$ cat config.mk
export PLATFORM = sky130hd
export DESIGN_NAME = spike_shift_pipe_flat
export DESIGN_NICKNAME = d
export VERILOG_FILES = /design/src/rtl/spike_shift_pipe_if.sv /design/src/rtl/spike_shift_pipe.sv /design/src/flat_wrapper.sv
export SDC_FILE = /design/constraint.sdc
export NUM_CORES = 1
export LEC_CHECK = 0
export BUFFER_PORTS_ARGS = -buffer_cell sky130_fd_sc_hd__buf_2
export CAP_MARGIN = 15
export CORE_MARGIN = 8
export CORE_UTILIZATION = 25
export CTS_CLUSTER_DIAMETER = 200
export DETAILED_ROUTE_END_ITERATION = 8
export PLACE_DENSITY = 0.52
export SETUP_SLACK_MARGIN = 0.4
export SLEW_MARGIN = 20
export SYNTH_ARGS = -nofsm -noshare
export SYNTH_HDL_FRONTEND = slang
export SYNTH_SLANG_ARGS = --single-unit
$ cat constraint.sdc
create_clock -name clk -period 5.4 [get_ports clk]
set_clock_uncertainty 0.05 [all_clocks]
set_input_delay 1.08 -clock clk [delete_from_list [all_inputs] [get_ports clk]]
set_output_delay 1.08 -clock clk [all_outputs]
set_load 0.005 [all_outputs]
$ cat src/rtl/spike_shift_pipe_if.sv
// rtl/spike_shift_pipe_if.sv - handshake/data bundle for spike_shift_pipe
//
// Groups the upstream (in_*) and downstream (out_*) valid/ready channels.
//   slave  : the shifter side (drives in_ready, out_valid, out_spikes, out_drop)
//   master : the environment side (drives in_valid, in_spikes, in_shift, in_wrap, out_ready)
// Channel c of in_spikes/out_spikes occupies [c*LEN +: LEN], bit 0 = t=0.
// in_shift holds one signed SHW-bit shift per channel at [c*SHW +: SHW].
interface spike_shift_pipe_if #(
    parameter int LEN           = 8,
    parameter int NUM_CH        = 4,
    parameter int MAX_SHIFT_MAG = 2
);
    localparam int SHW = $clog2(MAX_SHIFT_MAG + 1) + 1;

    logic                    in_valid;
    logic                    in_ready;
    logic [NUM_CH*LEN-1:0]   in_spikes;
    logic [NUM_CH*SHW-1:0]   in_shift;
    logic                    in_wrap;
    logic                    out_valid;
    logic                    out_ready;
    logic [NUM_CH*LEN-1:0]   out_spikes;
    logic [NUM_CH-1:0]       out_drop;

    modport slave (
        input  in_valid, in_spikes, in_shift, in_wrap, out_ready,
        output in_ready, out_valid, out_spikes, out_drop
    );

    modport master (
        output in_valid, in_spikes, in_shift, in_wrap, out_ready,
        input  in_ready, out_valid, out_spikes, out_drop
    );
endinterface

$ cat src/rtl/spike_shift_pipe.sv
// rtl/spike_shift_pipe.sv - two-stage multi-channel signed spike-vector time shifter
//
// Ports:
//   clk, rst_n   clock and asynchronous active-low reset
//   bus          spike_shift_pipe_if.slave: in_valid/in_ready/in_spikes/in_shift/in_wrap,
//                out_valid/out_ready/out_spikes/out_drop
//   drop_sticky  per-channel OR of out_drop since the last drop_clr
//   drop_clr     synchronous clear of drop_sticky and drop_cnt (a same-cycle drop wins)
//   drop_cnt     saturating count of dropped spikes; tied to 0 unless DROP_CNT_EN is defined
//
// Shift rule per channel: out[j] = in[j+k]; positive k moves spikes toward t=0.
// Shift magnitude is clamped to MAX_SHIFT_MAG when captured in S1.
module spike_shift_pipe #(
    parameter int LEN           = 8,
    parameter int NUM_CH        = 4,
    parameter int MAX_SHIFT_MAG = 2,
    parameter int CNT_W         = 16
) (
    input  logic                   clk,
    input  logic                   rst_n,
    spike_shift_pipe_if.slave      bus,
    output logic [NUM_CH-1:0]      drop_sticky,
    input  logic                   drop_clr,
    output logic [CNT_W-1:0]       drop_cnt
);
    localparam int SHW = $clog2(MAX_SHIFT_MAG + 1) + 1;
    localparam logic signed [SHW-1:0] K_MAX = SHW'(MAX_SHIFT_MAG);
    localparam logic signed [SHW-1:0] K_MIN = -K_MAX;

    function automatic logic signed [SHW-1:0] clamp_k(input logic signed [SHW-1:0] k);
        if (k > K_MAX)      return K_MAX;
        else if (k < K_MIN) return K_MIN;
        else                return k;
    endfunction

    // Returns {lost_bits, shifted}. lost_bits marks input spikes pushed out of the
    // window; with wrap they re-enter from the other end, so nothing is lost.
    function automatic logic [2*LEN-1:0] shift_ch(input logic [LEN-1:0]        ip,
                                                   input logic signed [SHW-1:0] k,
                                                   input logic                  wrap);
        logic [SHW-1:0] m;
        logic [LEN-1:0] ones;
        logic [LEN-1:0] op;
        logic [LEN-1:0] lost;
        ones = '1;
        m    = k[SHW-1] ? -k : k;
        if (!k[SHW-1]) begin
            op   = ip >> m;
            lost = ip & ~(ones << m);
            if (wrap) op = op | (ip << (LEN - m));
        end else begin
            op   = ip << m;
            lost = ip & ~(ones >> m);
            if (wrap) op = op | (ip >> (LEN - m));
        end
        if (wrap) lost = '0;
        return {lost, op};
    endfunction

    // Stage state
    logic                  s1_valid;
    logic [NUM_CH*LEN-1:0] s1_spikes;
    logic [NUM_CH*SHW-1:0] s1_shift;
    logic                  s1_wrap;
    logic                  s2_valid;
    logic [NUM_CH*LEN-1:0] s2_spikes;
    logic [NUM_CH-1:0]     s2_drop;

    logic                  s1_adv;
    logic                  s2_adv;
    logic                  s2_load;
    logic [NUM_CH*SHW-1:0] clamped;
    logic [NUM_CH*LEN-1:0] nxt_spikes;
    logic [NUM_CH-1:0]     nxt_drop;
`ifdef DROP_CNT_EN
    localparam int POP_W = $clog2(NUM_CH*LEN + 1);
    logic [NUM_CH*LEN-1:0] nxt_lost;
    logic [POP_W-1:0]      nxt_pop;
`endif

    // A stage may take new data when it is empty or its content leaves this cycle.
    assign s2_adv       = !s2_valid || bus.out_ready;
    assign s1_adv       = !s1_valid || s2_adv;
    assign s2_load      = s2_adv && s1_valid;
    assign bus.in_ready = s1_adv;

    for (genvar c = 0; c < NUM_CH; c++) begin : g_ch
        logic [2*LEN-1:0] res;
        assign clamped[c*SHW +: SHW]    = clamp_k(bus.in_shift[c*SHW +: SHW]);
        assign res                      = shift_ch(s1_spikes[c*LEN +: LEN],
                                                   s1_shift[c*SHW +: SHW], s1_wrap);
        assign nxt_spikes[c*LEN +: LEN] = res[LEN-1:0];
        assign nxt_drop[c]              = |res[2*LEN-1:LEN];
`ifdef DROP_CNT_EN
        assign nxt_lost[c*LEN +: LEN]   = res[2*LEN-1:LEN];
`endif
    end

`ifdef DROP_CNT_EN
    assign nxt_pop = POP_W'($countones(nxt_lost));
`endif

    always_ff @(posedge clk or negedge rst_n) begin
        if (!rst_n) begin
            s1_valid  <= 1'b0;
            s1_spikes <= '0;
            s1_shift  <= '0;
            s1_wrap   <= 1'b0;
        end else if (s1_adv) begin
            s1_valid <= bus.in_valid;
            if (bus.in_valid) begin
                s1_spikes <= bus.in_spikes;
                s1_shift  <= clamped;
                s1_wrap   <= bus.in_wrap;
            end
        end
    end

    always_ff @(posedge clk or negedge rst_n) begin
        if (!rst_n) begin
            s2_valid  <= 1'b0;
            s2_spikes <= '0;
            s2_drop   <= '0;
        end else if (s2_adv) begin
            s2_valid <= s1_valid;
            if (s1_valid) begin
                s2_spikes <= nxt_spikes;
                s2_drop   <= nxt_drop;
            end
        end
    end

    // Clear first, then OR in the new load so a coincident drop survives the clear.
    always_ff @(posedge clk or negedge rst_n) begin
        if (!rst_n) drop_sticky <= '0;
        else        drop_sticky <= (drop_clr ? '0 : drop_sticky) | (s2_load ? nxt_drop : '0);
    end

`ifdef DROP_CNT_EN
    logic [CNT_W-1:0] cnt_inc;
    logic [CNT_W:0]   cnt_sum;
    assign cnt_inc = s2_load ? CNT_W'(nxt_pop) : '0;
    assign cnt_sum = {1'b0, drop_cnt} + {1'b0, cnt_inc};

    always_ff @(posedge clk or negedge rst_n) begin
        if (!rst_n)          drop_cnt <= '0;
        else if (drop_clr)   drop_cnt <= cnt_inc;
        else if (cnt_sum[CNT_W]) drop_cnt <= '1;
        else                 drop_cnt <= cnt_sum[CNT_W-1:0];
    end
`else
    assign drop_cnt = '0;
`endif

    assign bus.out_valid  = s2_valid;
    assign bus.out_spikes = s2_spikes;
    assign bus.out_drop   = s2_drop;
endmodule

$ cat src/flat_wrapper.sv
// flat-port wrapper written by rule: the top's interface ports become plain ports
module spike_shift_pipe_flat 
#(
    parameter int LEN           = 8,
    parameter int NUM_CH        = 4,
    parameter int MAX_SHIFT_MAG = 2,
    parameter int CNT_W         = 16
)
  (clk, rst_n, drop_sticky, drop_clr, drop_cnt, bus_in_valid, bus_in_spikes, bus_in_shift, bus_in_wrap, bus_out_ready, bus_in_ready, bus_out_valid, bus_out_spikes, bus_out_drop);
  spike_shift_pipe_if #(.LEN(LEN), .NUM_CH(NUM_CH), .MAX_SHIFT_MAG(MAX_SHIFT_MAG)) bus_i ();
  input  logic clk;
  input  logic rst_n;
  output logic [NUM_CH-1:0] drop_sticky;
  input  logic drop_clr;
  output logic [CNT_W-1:0] drop_cnt;
  input wire logic [$bits(bus_i.in_valid)-1:0] bus_in_valid;
  input wire logic [$bits(bus_i.in_spikes)-1:0] bus_in_spikes;
  input wire logic [$bits(bus_i.in_shift)-1:0] bus_in_shift;
  input wire logic [$bits(bus_i.in_wrap)-1:0] bus_in_wrap;
  input wire logic [$bits(bus_i.out_ready)-1:0] bus_out_ready;
  output wire logic [$bits(bus_i.in_ready)-1:0] bus_in_ready;
  output wire logic [$bits(bus_i.out_valid)-1:0] bus_out_valid;
  output wire logic [$bits(bus_i.out_spikes)-1:0] bus_out_spikes;
  output wire logic [$bits(bus_i.out_drop)-1:0] bus_out_drop;
  assign bus_i.in_valid = bus_in_valid;
  assign bus_i.in_spikes = bus_in_spikes;
  assign bus_i.in_shift = bus_in_shift;
  assign bus_i.in_wrap = bus_in_wrap;
  assign bus_i.out_ready = bus_out_ready;
  assign bus_in_ready = bus_i.in_ready;
  assign bus_out_valid = bus_i.out_valid;
  assign bus_out_spikes = bus_i.out_spikes;
  assign bus_out_drop = bus_i.out_drop;
  spike_shift_pipe #(.LEN(LEN), .NUM_CH(NUM_CH), .MAX_SHIFT_MAG(MAX_SHIFT_MAG), .CNT_W(CNT_W)) u_core (.clk(clk), .rst_n(rst_n), .bus(bus_i), .drop_sticky(drop_sticky), .drop_clr(drop_clr), .drop_cnt(drop_cnt));
endmodule
==> results.md, run 1 <==
- The run finished with clean final reports.
- The hold violation count in the final report is 0.
- The startpoint identified for the worst hold timing path is u_core.bus.out_spikes[2]$_DFFE_PN0P_.
- The count of pins over their slew limit is 0.
- The number of flops mapped to enable cells by yosys is 0.
- The category of the most critical setup path is flop to flop.
- The count of boundary I/O pins is 108.
- The most used flip-flop cell after synthesis is dfrtp_1.
- The end-of-flow core utilization is 0.280.
- The top-area cell type share of the netlist area is 0.276.
- The cell count of the worst reg-to-reg path is 9.
- The largest fanout on the critical path is 19.
- The clock reaches the later pin of the worst-skew pair after 360 ps.
- After detailed routing, the average wire length per cell comes to 19.8 µm.
- The total die area is 37500 µm².
- After clock tree synthesis, the clock-pin slew on the worst setup and hold paths is 70 ps.
- Headroom to the max-slew limit came out at 0.401.
- In the finished design, the share of the clock period the worst path needs comes to 0.759.
- The post-synthesis async set-or-reset flop share is 1.00.
- The least setup slack across all paths after layout is 1300 ps.
- Row generation in the floorplan step produced 65 rows.
- The master of the slowest instance on the critical path is ha_1.
- The wire length after detailed routing is 25800 µm.
- The worst register-to-register path begins at u_core.s1_shift[4]$_DFFE_PN0P_.
- The routability congestion estimate is 0.907.
- At the worst endpoint, the arrival time is 4280 ps.
- The initial cell density of the core is 0.252.
- The cell area that synthesis handed to floorplanning was 7890 µm².
- Setup repair after global routing left no endpoint under its margin.
- The CTS tree is done.
- Counting stages on the worst path, the most repeated cell is ha_1.
- Setup total negative slack on the finished layout was measured at 0 ps.
- The first TritonRoute pass finished after 5 iterations.
- The nature of the critical path startpoint is a flop.
- In this run, the number of DRC markers left after iteration 0 of detailed routing was 834.
- CTS saw 87 sinks.
- The worst min-delay path category is flop to flop.
- The placeable core region is 31300 µm².
- Of the synthesized area, sequential elements account for 0.276.
- Entering global routing, the biggest net connects 54 pins.
- The synthesized netlist cell count is 864.
- In this run, CTS created clock tree buffers numbering 9.
- By area the synthesized netlist is led by dfrtp_1 (28%), mux4_2 (8.9%), mux2_2 (8.4%).
- The count of maximum capacitance violations is 0.
- The signed area change from the synthesized netlist to the final layout is 11.1%.
- Walking the worst path, the cells encountered are clkinv_1 > ha_1 > mux2i_2 > inv_1 > ha_1 > mux2i_1 > o22ai_1 > a2111oi_0 > nor3_1.
- The synthesized design contains 87 register bits.
- STA classifies the critical path endpoint as a flop.
- The share of post-route cells with drive strength above 1 is 0.248.
- The number of library cell types mapped by synthesis is 76.
- Power spread over the standard cell area amounts to 391 nW/µm².
- The worst path needs 4100 ps of the cycle, external delays included.
- The number of antenna diodes in the final layout is 0.
- The overall routing resource usage is 0.136.
- The leakage power total is 3.61 nW.
- The worst setup path startpoint is u_core.s1_shift[4]$_DFFE_PN0P_.
- At the pin with the least slew margin, the transition time is 889 ps.
- The detail route stage leaves a number of antenna-violating nets equal to 0.
- Each instance of the synthesized netlist takes up on average 9.13 µm².
- The clock root buffer master is clkbuf_16.
- The final HPWL from detailed placement is 18200 µm.
- The maximum root-to-sink buffer count is 2.
- OpenSTA, run right after detailed placement, puts the worst setup slack at 1410 ps.
- VDD sags by at most 0.200 mV.
- The maximum clock frequency is 244 MHz.
- For flop-to-flop paths, the worst setup slack is 1300 ps.
- In this run, post-CTS repair resized a total of 0 instances.
- The first-pass GRT wire length is 41300 µm.
- For this run, the post-layout net count is 961.
- Buffers placed on the I/O ports in this run total 91.
- The via density per instance is 5.42.
- The width of the chip is 194 µm.
- The overall overflow remaining after global route is 0.
- Setup violations remaining at the end of the flow were counted as 0.
- Across all layers, the routed design uses 7045 vias.
- The number of antenna violations at the first check in global routing is 0.
- The number of cells traversed by the worst hold path is 2.
- During synthesis, Yosys emitted a total of 0 warnings.
- The post-CTS setup-driven buffer insertion count is 0.
- In this design, the stage delay of the slowest critical-path cell is 850 ps.
- Data on the critical path is required at its endpoint by 5580 ps.
- The number of remaining DRC errors is 0.
- In this run the vertical extent of the chip is 194 µm.
- The power after layout is 3.43 mW.
- The number of H-tree levels is 3.
- The number of buffers inserted for hold repair after clock tree synthesis is 0.
- The cell type with the largest total area after synthesis is dfrtp_1.
- The number of global-route vias before repair was 7107.
cell type report:
cell class,count,area (µm²)
Clock inverter,4,70.1
Inverter,40,150
Timing Repair Buffer,101,533
Clock buffer,11,243
Sequential cell,87,2180
Tap cell,402,503
Fill cell,3340,22600
Multi-Input combinational cell,656,5080
cell usage after synthesis (all sizes together) (6+ instances only):
library cell and instances:
a311oi 10, a2111oi 7, and2 8, nor2 79
mux2i 66, o21ai 43, a211oi 26, mux2 61
clkbuf 44, nand3 6, nor2b 17, nor3 33
buf 52, a221oi 7, a21oi 28, a22oi 7
mux4 33, o22ai 8, ha 16, inv 37
nand2 72, nor4 7, a21o 7, dfrtp 87
nand2b 16, and3 7
routing by layer:
metal  part of all wire  GRT usage  vias up
li1                   -          -     3235
met1               0.44      0.181     3442
met2               0.47      0.219      328
met3              0.070     0.0309       40
met4              0.018     0.0402        0
met5                  0          0        -
worst max-delay path: cells and delay by family, from the launching register on:
kind | cells | cell delay (ps)
flops | 1 | 640
simple gates | 1 | 80
buf+inv | 2 | 510
fa+ha+maj | 2 | 1310
compound gates | 2 | 620
mux | 2 | 750
logic make-up after synthesis:
| logic type | count (synthesis) | share of synthesized area |
|---|---|---|
| AO/OA/AOI/OAI | 205 | 0.186 |
| adder cells (fa/ha/maj) | 16 | 0.0254 |
| buffers and inverters | 136 | 0.0874 |
| flip-flops | 87 | 0.276 |
| multiplexers | 160 | 0.270 |
| other | 1 | 0.000476 |
| AND/OR/NAND/NOR | 259 | 0.155 |
stage by stage:
| stage | area (µm²) | cells | hold slack, ps |
|---|---|---|---|
| after global routing | 8760 | 1301 | 462 |
| final | 8760 | 1301 | 424 |
| after CTS | 8760 | 1301 | 433 |
| after global placement | 8450 | 1286 | 409 |
| after detailed placement | 8450 | 1286 | 411 |
| after floorplan | 7940 | 879 | 420 |
sequential cells by signal, indices dropped and copies added, names as in the netlist:
name,flops
u_core.bus.out_spikes,32
u_core.s1_spikes,32
u_core.s1_shift,12
u_core.bus.out_drop,4
u_core.drop_sticky,4
u_core.bus.out_valid,1
u_core.s1_valid,1
u_core.s1_wrap,1
final timing paths:
kind,to
hold reg to reg,u_core.bus.out_spikes[2]$_DFFE_PN0P_
setup reg to reg,u_core.bus.out_spikes[13]$_DFFE_PN0P_
max in group asynchronous,u_core.s1_spikes[29]$_DFFE_PN0P_
hold / removal,u_core.bus.out_spikes[2]$_DFFE_PN0P_
min in group asynchronous,u_core.s1_spikes[10]$_DFFE_PN0P_
setup / recovery,u_core.bus.out_spikes[13]$_DFFE_PN0P_
power by group:
part           switching [mW]  total [mW]  leakage [nW]  internal, mW
Combinational           0.925        1.67          2.44         0.749
Sequential              0.243        1.06          1.02         0.813
Clock                   0.281       0.696         0.155         0.415
placed cells by master (no fill, tap or decap), drive strengths merged, types with 17 or more instances in the layout:
master / instances
a211oi: 26
a21oi: 28
buf: 101
dfrtp: 87
inv: 37
mux2: 61
mux2i: 66
mux4: 33
nand2: 72
nor2: 79
nor2b: 17
nor3: 33
o21ai: 43
(Power assumes the default switching activity.)
==> inputs of run 2 (changes only) <==
- PLACE_DENSITY: 0.52 -> 0.54
- clock period: 5.4 -> 3.5 ns (I/O delays scaled with it)
==> results.md, run 2 (same netlist as run 1, synthesis figures left out) <==
- The cell area after placement is 8690 µm².
- The slew at the pin closest to its max-slew limit is 832 ps.
- The setup path with the least slack is of type flop to flop.
- The count of pins over their slew limit is 0.
- In this run the clock root is driven by a clkbuf_16.
- The worst min-delay path category is primary input to async pin.
- After detailed routing, the number of remaining DRC violations is 0.
- The number of nets still failing antenna checks after routing is 0.
- In this run the tool buffered the top-level ports with 91 buffer cells.
- The finished layout cell area is 9040 µm².
- The leakage power total is 3.74 nW.
- The HPWL after detailed placement is 18700 µm.
- The die span in y is 194 µm.
- The highest signal layer in the routed design is met4.
- The row count is 65.
- Timing would allow up to 340 MHz.
- The first TritonRoute pass finished after 7 iterations.
- In the routed layout, each cell is associated on average with a via count of 5.39.
- The number of H-tree levels is 3.
- The number of violations reported at the end of detailed-routing iteration 0 is 663.
- Clock tree synthesis found a total of 87 sinks.
- The largest fanout on the critical path is 11.
- Hold timing on the final database bottoms out at a slack of 306 ps.
- The share of the clock period used by the worst path after layout is 0.841.
- The routability congestion estimate is 0.915.
- In this run the tightest slew margin relative to its limit is 0.441.
- For the finished layout, the period the worst path requires is 2940 ps.
- The amount of wire on met2 after detailed routing is 12200 µm.
- The routed design uses 1630 µm of met3 wire.
- Summing over every cut layer, the via total after detailed routing is 7152.
- The insertion delay to the later sink of the worst-skew pair is 350 ps.
- The floorplan step defined a die boundary enclosing 37500 µm².
- In the final layout, the share of cells above drive strength 1 is 0.276.
- The number of buffers inserted for hold repair after clock tree synthesis is 0.
- The nature of the critical path startpoint is a flop.
- In this run, CTS created clock tree buffers numbering 9.
- Setup repair after global routing left no endpoint under its margin.
- The first-pass GRT wire length is 42600 µm.
- The leading cell type in the layout, fill and taps excluded is buf_2.
- In the final timing run, aggregate negative setup slack is 0 ps.
- After clock tree synthesis, the clock-pin slew on the worst setup and hold paths is 70 ps.
- The filler cell count in the final layout is 3307.
- The flow ran to the end, and the final reports show no timing, DRC or antenna violations.
- The capturing element type of the critical path is a flop.
- The wire length after detailed routing is 26100 µm.
- In this run the count of I/O pins placed on the die edge is 108.
- Setup violations remaining at the end of the flow were counted as 0.
- The pin count of the biggest net entering global routing is 54.
- The number of global-route vias before repair is 7228.
- In this run the power density over the cells is 600 nW/µm².
- The placeable core region is 31300 µm².
- The overall overflow remaining after global route is 0.
- The overall routing resource usage is 0.139.
- Max-cap violations in this run came to 0.
- The area of the multi-input gates is 5150 µm².
- Relative to the synthesized area, the layout overhead comes to 14.7%.
- The initial cell density of the core is 0.252.
- TritonCTS built the clock tree.
- VDD sags by at most 0.283 mV.
- The width of the chip is 194 µm.
- The hold violation count in the final report is 0.
- STA puts the critical path data required time at 3710 ps.
- The wire length on met1 is 11900 µm.
- No sink is reached through more buffers than the 2 on the longest clock path.
- The data arrival time of the worst path is 3160 ps.
- The combined flip-flop and latch cell area is 2180 µm².
- Dividing the detail-routed wire length by the instance count gives 19.7 µm.
- For this run, the post-layout net count is 987.
- The library cells used most frequently in the layout, excluding fill and tap cells, are buf_2 (90), dfrtp_1 (87), nor2_1 (78), nand2_1 (71), mux2i_1 (62).
- The number of inserted diodes is 0.
- After layout, the design draws a total of 5.43 mW.
- The number of antenna violations at the first check in global routing is 0.
==> run 2: cell count changes in the layout (fill, tap and decap cells not counted), moves of 2 or more <==
cell     previous run  this run
mux2i_4             1         3
ha_2                0         3
ha_4                0         3
buf_4              11        35
ha_1               16        10
mux2i_2             3         1
buf_12              0         2
==> run 2: layout make-up <==
type                    instances  share of cell area
clock inverters                 4             0.00775
repair buffers                127              0.0833
inverters                      40              0.0166
multi-input cells             656               0.569
well taps                     402              0.0556
clock buffers                  11              0.0268
flip-flops and latches         87               0.241
==> run 2: timing repair <==
action                     4_1_cts  5_1_grt
resized for setup                0       10
setup endpoints to repair        0       25
buffers inserted                 0        0
==> run 2: metrics by stage <==
step                       util  worst slack (ps)  std cells
after floorplan               -               433        879
after global placement    0.277               404       1312
after detailed placement  0.277               442       1312
after CTS                 0.287               425       1327
after global routing      0.289               409       1327
final                     0.289               557       1327
==> run 2: where the power goes <==
| part | internal [mW] | total, mW | switching, mW |
|---|---|---|---|
| sequential | 1.26 | 1.58 | 0.325 |
| clock | 0.640 | 1.07 | 0.431 |
| combinational | 1.27 | 2.78 | 1.51 |
| total | 3.16 | 5.43 | 2.27 |
==> run 2: worst paths after layout <==
path | start | to | slack [ps] | cells past startpoint
max | u_core.s1_shift[6]$_DFFE_PN0P_ | u_core.bus.out_spikes[18]$_DFFE_PN0P_ | 560 | 10
min | rst_n | u_core.bus.out_spikes[11]$_DFFE_PN0P_ | 310 | 1
max reg2reg | u_core.s1_shift[6]$_DFFE_PN0P_ | u_core.bus.out_spikes[18]$_DFFE_PN0P_ | 560 | 10
min reg2reg | u_core.bus.out_drop[2]$_DFFE_PN0P_ | u_core.bus.out_drop[2]$_DFFE_PN0P_ | 420 | 2
max in group asynchronous | rst_n | u_core.bus.out_spikes[19]$_DFFE_PN0P_ | 2420 | 2
min in group clk | u_core.bus.out_drop[2]$_DFFE_PN0P_ | u_core.bus.out_drop[2]$_DFFE_PN0P_ | 420 | 2
==> run 2: metal layers <==
| metal | GRT usage | vias to the layer above |
|---|---|---|
| met5 | 0 | - |
| met4 | 0.0316 | 0 |
| met3 | 0.0290 | 31 |
| met2 | 0.221 | 288 |
| met1 | 0.190 | 3537 |
| li1 | - | 3296 |
==> run 2: worst max-delay path: stages, from the launching register on <==
cell,delay [ps]
dfrtp_1,390
inv_2,140
ha_1,340
mux2i_2,210
buf_4,190
nand2_1,80
ha_2,480
mux2_2,370
o22a_1,180
o221a_1,250
nor3_1,180
==> inputs of run 3 (changes only) <==
- ABC_AREA: not set -> 1
- PLACE_DENSITY: 0.54 -> 0.52
- clock period: 3.5 -> 3 ns (I/O delays scaled with it)
==> results.md, run 3 <==
- Across every metal layer, demand over resource in global routing totals 0.152.
- The number of global-route vias before repair is 8262.
- Setup repair after global routing could not meet its margin everywhere.
- The finished cells cover 8620 µm².
- In this run the critical register-to-register path is launched from u_core.s1_shift[2]$_DFFE_PN0P_.
- The number of H-tree levels is 3.
- In the layout the commonest cells are nand2_1 (547), nand3_1 (170), buf_2 (90), dfrtp_1 (86), inv_1 (79).
- The final HPWL from detailed placement is 20500 µm.
- For this block, the initial DRC count from the detailed router was 880.
- The cell count of the worst reg-to-reg path is 10.
- Along the worst path, the maximum fanout reaches 15.
- The worst min-delay path category is primary input to async pin.
- The number of remaining DRC errors is 0.
- The width of the chip is 189 µm.
- The number of failing setup endpoints in the final timing report is 0.
- The row count is 63.
- Dividing the detail-routed wire length by the instance count gives 15.8 µm.
- The data arrival time of the worst path is 2700 ps.
- Dividing the final minimum period by the clock period gives 0.814.
- The worst setup path is of the flop to flop kind.
- In this run the standard cell core region covers 29600 µm².
- For the pin with the worst max-slew slack, the measured transition is 704 ps.
- In this run the critical register-to-register path is captured at u_core.bus.out_spikes[3]$_DFFE_PN0P_.
- The top-area cell type share of the netlist area is 0.289.
- After the last flow step, the layout net total stands at 1400.
- The filler cell count in the final layout is 3439.
- The first detailed-routing pass ran for 5 iterations.
- Buffers inserted during clock tree synthesis total 9.
- The setup slack of the most critical reg-to-reg path is 560 ps.
- The analysis attributes to cell leakage a power of 4.67 nW.
- The mean cell area of the mapped netlist is 6.01 µm².
- After detailed placement, the total cell area comes to 8340 µm².
- For this configuration, the core starts out at a cell density of 0.254.
- Compared with the post-synthesis result, the final layout area differs by 14.6%.
- The Yosys step of the flow raised 0 warnings.
- The worst path needs 2440 ps of the cycle, external delays included.
- Dividing the detail-routed via count by the number of cells gives 4.86.
- In the final layout, the share of cells above drive strength 1 is 0.145.
- Routability-driven placement finished with a final weighted congestion of 0.958.
- Headroom to the max-slew limit came out at 0.531.
- The non-filler instance count after layout is 1728.
- VDD sags by at most 0.219 mV.
- The hold violation count in the final report came to 0.
- The number of library cell types mapped by synthesis is 35.
- The register clock-pin slew on the reported worst setup and hold paths is 80 ps.
- The insertion delay to the later sink of the worst-skew pair is 360 ps.
- In this run, synthesis inferred 0 flip-flops with an integrated enable.
- For this run, asynchronously set or reset flops after synthesis account for 1.00.
- The count of nets left with antenna violations once routing finished came out at 0.
- Based on the critical path, the design can be clocked at up to 409 MHz.
- The number of antenna violations at the first check in global routing was 0.
- Summed over all failing endpoints, the final setup total negative slack is 0 ps.
- The leading cell type in the layout, fill and taps excluded is nand2_1.
- In this run the deepest clock path goes through 2 buffers.
- The clock net sink count is 87.
- Data on the critical path is required at its endpoint by 3250 ps.
- The worst setup path is captured at a flop.
- The count of pins over their slew limit came to 0.
- The worst slack after detailed placement is 507 ps.
- The pin count of the biggest net entering global routing is 50.
- The count of input and output buffers is 91.
- The main flop type after synthesis is dfrtp_1.
- The instance count after placement with tap cells included is 1712.
- The clock root buffer master is clkbuf_16.
- The first global-routing pass estimated 44500 µm of wire.
- The worst path meets setup with 557 ps of slack.
- The total die area is 35900 µm².
- The critical path starts at u_core.s1_shift[2]$_DFFE_PN0P_.
- The most frequently used cell type in the post-synthesis netlist is nand2_1.
- For this design the top-level I/O count stands at 108.
- The wire length after detailed routing is 27300 µm.
- Counting every instance in the synthesized netlist gives 1251.
- Synthesis inferred 87 register bits.
- The end-of-flow core utilization is 0.291.
- The overall overflow remaining after global route is 0.
- The floorplan step set the die height to 189 µm.
- The power density normalized to cell area is 746 nW/µm².
- By count the netlist is led by nand2_1 (548), nand3_1 (170), dfrtp_1 (87), inv_1 (81), o21ai_0 (77).
- The via total after detailed routing is 8404.
- The nature of the critical path startpoint is a flop.
- Max-cap violations in this run came to 0.
- The post-synthesis sequential area ratio is 0.289.
- Sorting the synthesized cells by area gives the leading types as dfrtp_1 (29%), nand2_1 (27%), nand3_1 (11%).
- 0 antenna diodes ended up in the layout.
- The cell type with the largest total area after synthesis is dfrtp_1.
- The CTS tree is done.
- The synthesized cell area is 7520 µm².
- The flow ran to the end, and the final reports show no timing, DRC or antenna violations.
-- run 3: cell types whose count changed after synthesis, moves of 26 or more --
cell	before	now
nand2_1	72	548
mux2_2	59	0
o21ai_0	42	77
nand3_1	6	170
clkbuf_1	44	17
mux4_2	31	0
a211oi_1	26	0
mux2i_1	62	0
inv_1	35	81
nor3_1	32	3
-- run 3: power by group --
part           total, mW  switching, mW  internal, mW
clock               1.08          0.501         0.582
combinational       3.58           2.34          1.24
sequential          1.76          0.258          1.50
-- run 3: how the worst max path moves through the flow --
| stage | cells after the start | to |
|---|---|---|
| 2_1_floorplan | 18 | u_core.bus.out_spikes[30]$_DFFE_PN0P_ |
| 3_3_place_gp | 14 | u_core.bus.out_spikes[9]$_DFFE_PN0P_ |
| 3_5_place_dp | 13 | u_core.bus.out_spikes[7]$_DFFE_PN0P_ |
| 4_1_cts | 14 | u_core.bus.out_spikes[9]$_DFFE_PN0P_ |
| 5_1_grt | 11 | u_core.bus.out_spikes[3]$_DFFE_PN0P_ |
| 6_report | 10 | u_core.bus.out_spikes[3]$_DFFE_PN0P_ |
-- run 3: cell type report --
class	count	area (µm²)	area share
inverter	99	387	0.0449
sequential	87	2180	0.253
clock inverter	1	5.00	0.000581
timing repair buffer	132	778	0.0903
tap	390	488	0.0566
clock buffer	14	254	0.0295
multi-input combinational	1005	4530	0.525
-- run 3: cell families after synthesis --
kind of cell | count (synthesis) | share of synthesized area
simple gates | 820 | 0.456
flops | 87 | 0.289
fa+ha+maj | 16 | 0.0266
xor+xnor | 1 | 0.00116
compound gates | 152 | 0.109
other cells | 1 | 0.000498
buf+inv | 174 | 0.118
-- run 3: worst max-delay path, stage by stage, from the launching register on --
cell	delay, ps
dfrtp_1	640
inv_4	160
nand2_4	140
nand2_4	130
ha_1	380
clkinvlp_4	240
nand3_1	200
nand3_1	90
o21ai_1	170
nand3_1	110
nand2_1	80
-- run 3: repair_timing --
action,in CTS,in global routing
gates resized for setup,0,6
endpoints found under the setup margin,0,15
hold buffers,0,0
setup buffers,0,1
-- run 3: routing by layer --
| metal | up-vias | global-route usage | share of wire |
|---|---|---|---|
| met5 | - | 0 | 0 |
| met3 | 47 | 0.0235 | 0.061 |
| met2 | 347 | 0.248 | 0.46 |
| met1 | 3857 | 0.202 | 0.46 |
| met4 | 0 | 0.0544 | 0.021 |
| li1 | 4153 | - | - |
-- run 3: per-stage QoR --
step,hold slack [ps],total power [mW]
2_1_floorplan,254,4.20
6_report,184,6.43
4_1_cts,211,6.46
3_5_place_dp,410,5.32
5_1_grt,235,7.05
3_3_place_gp,412,5.38
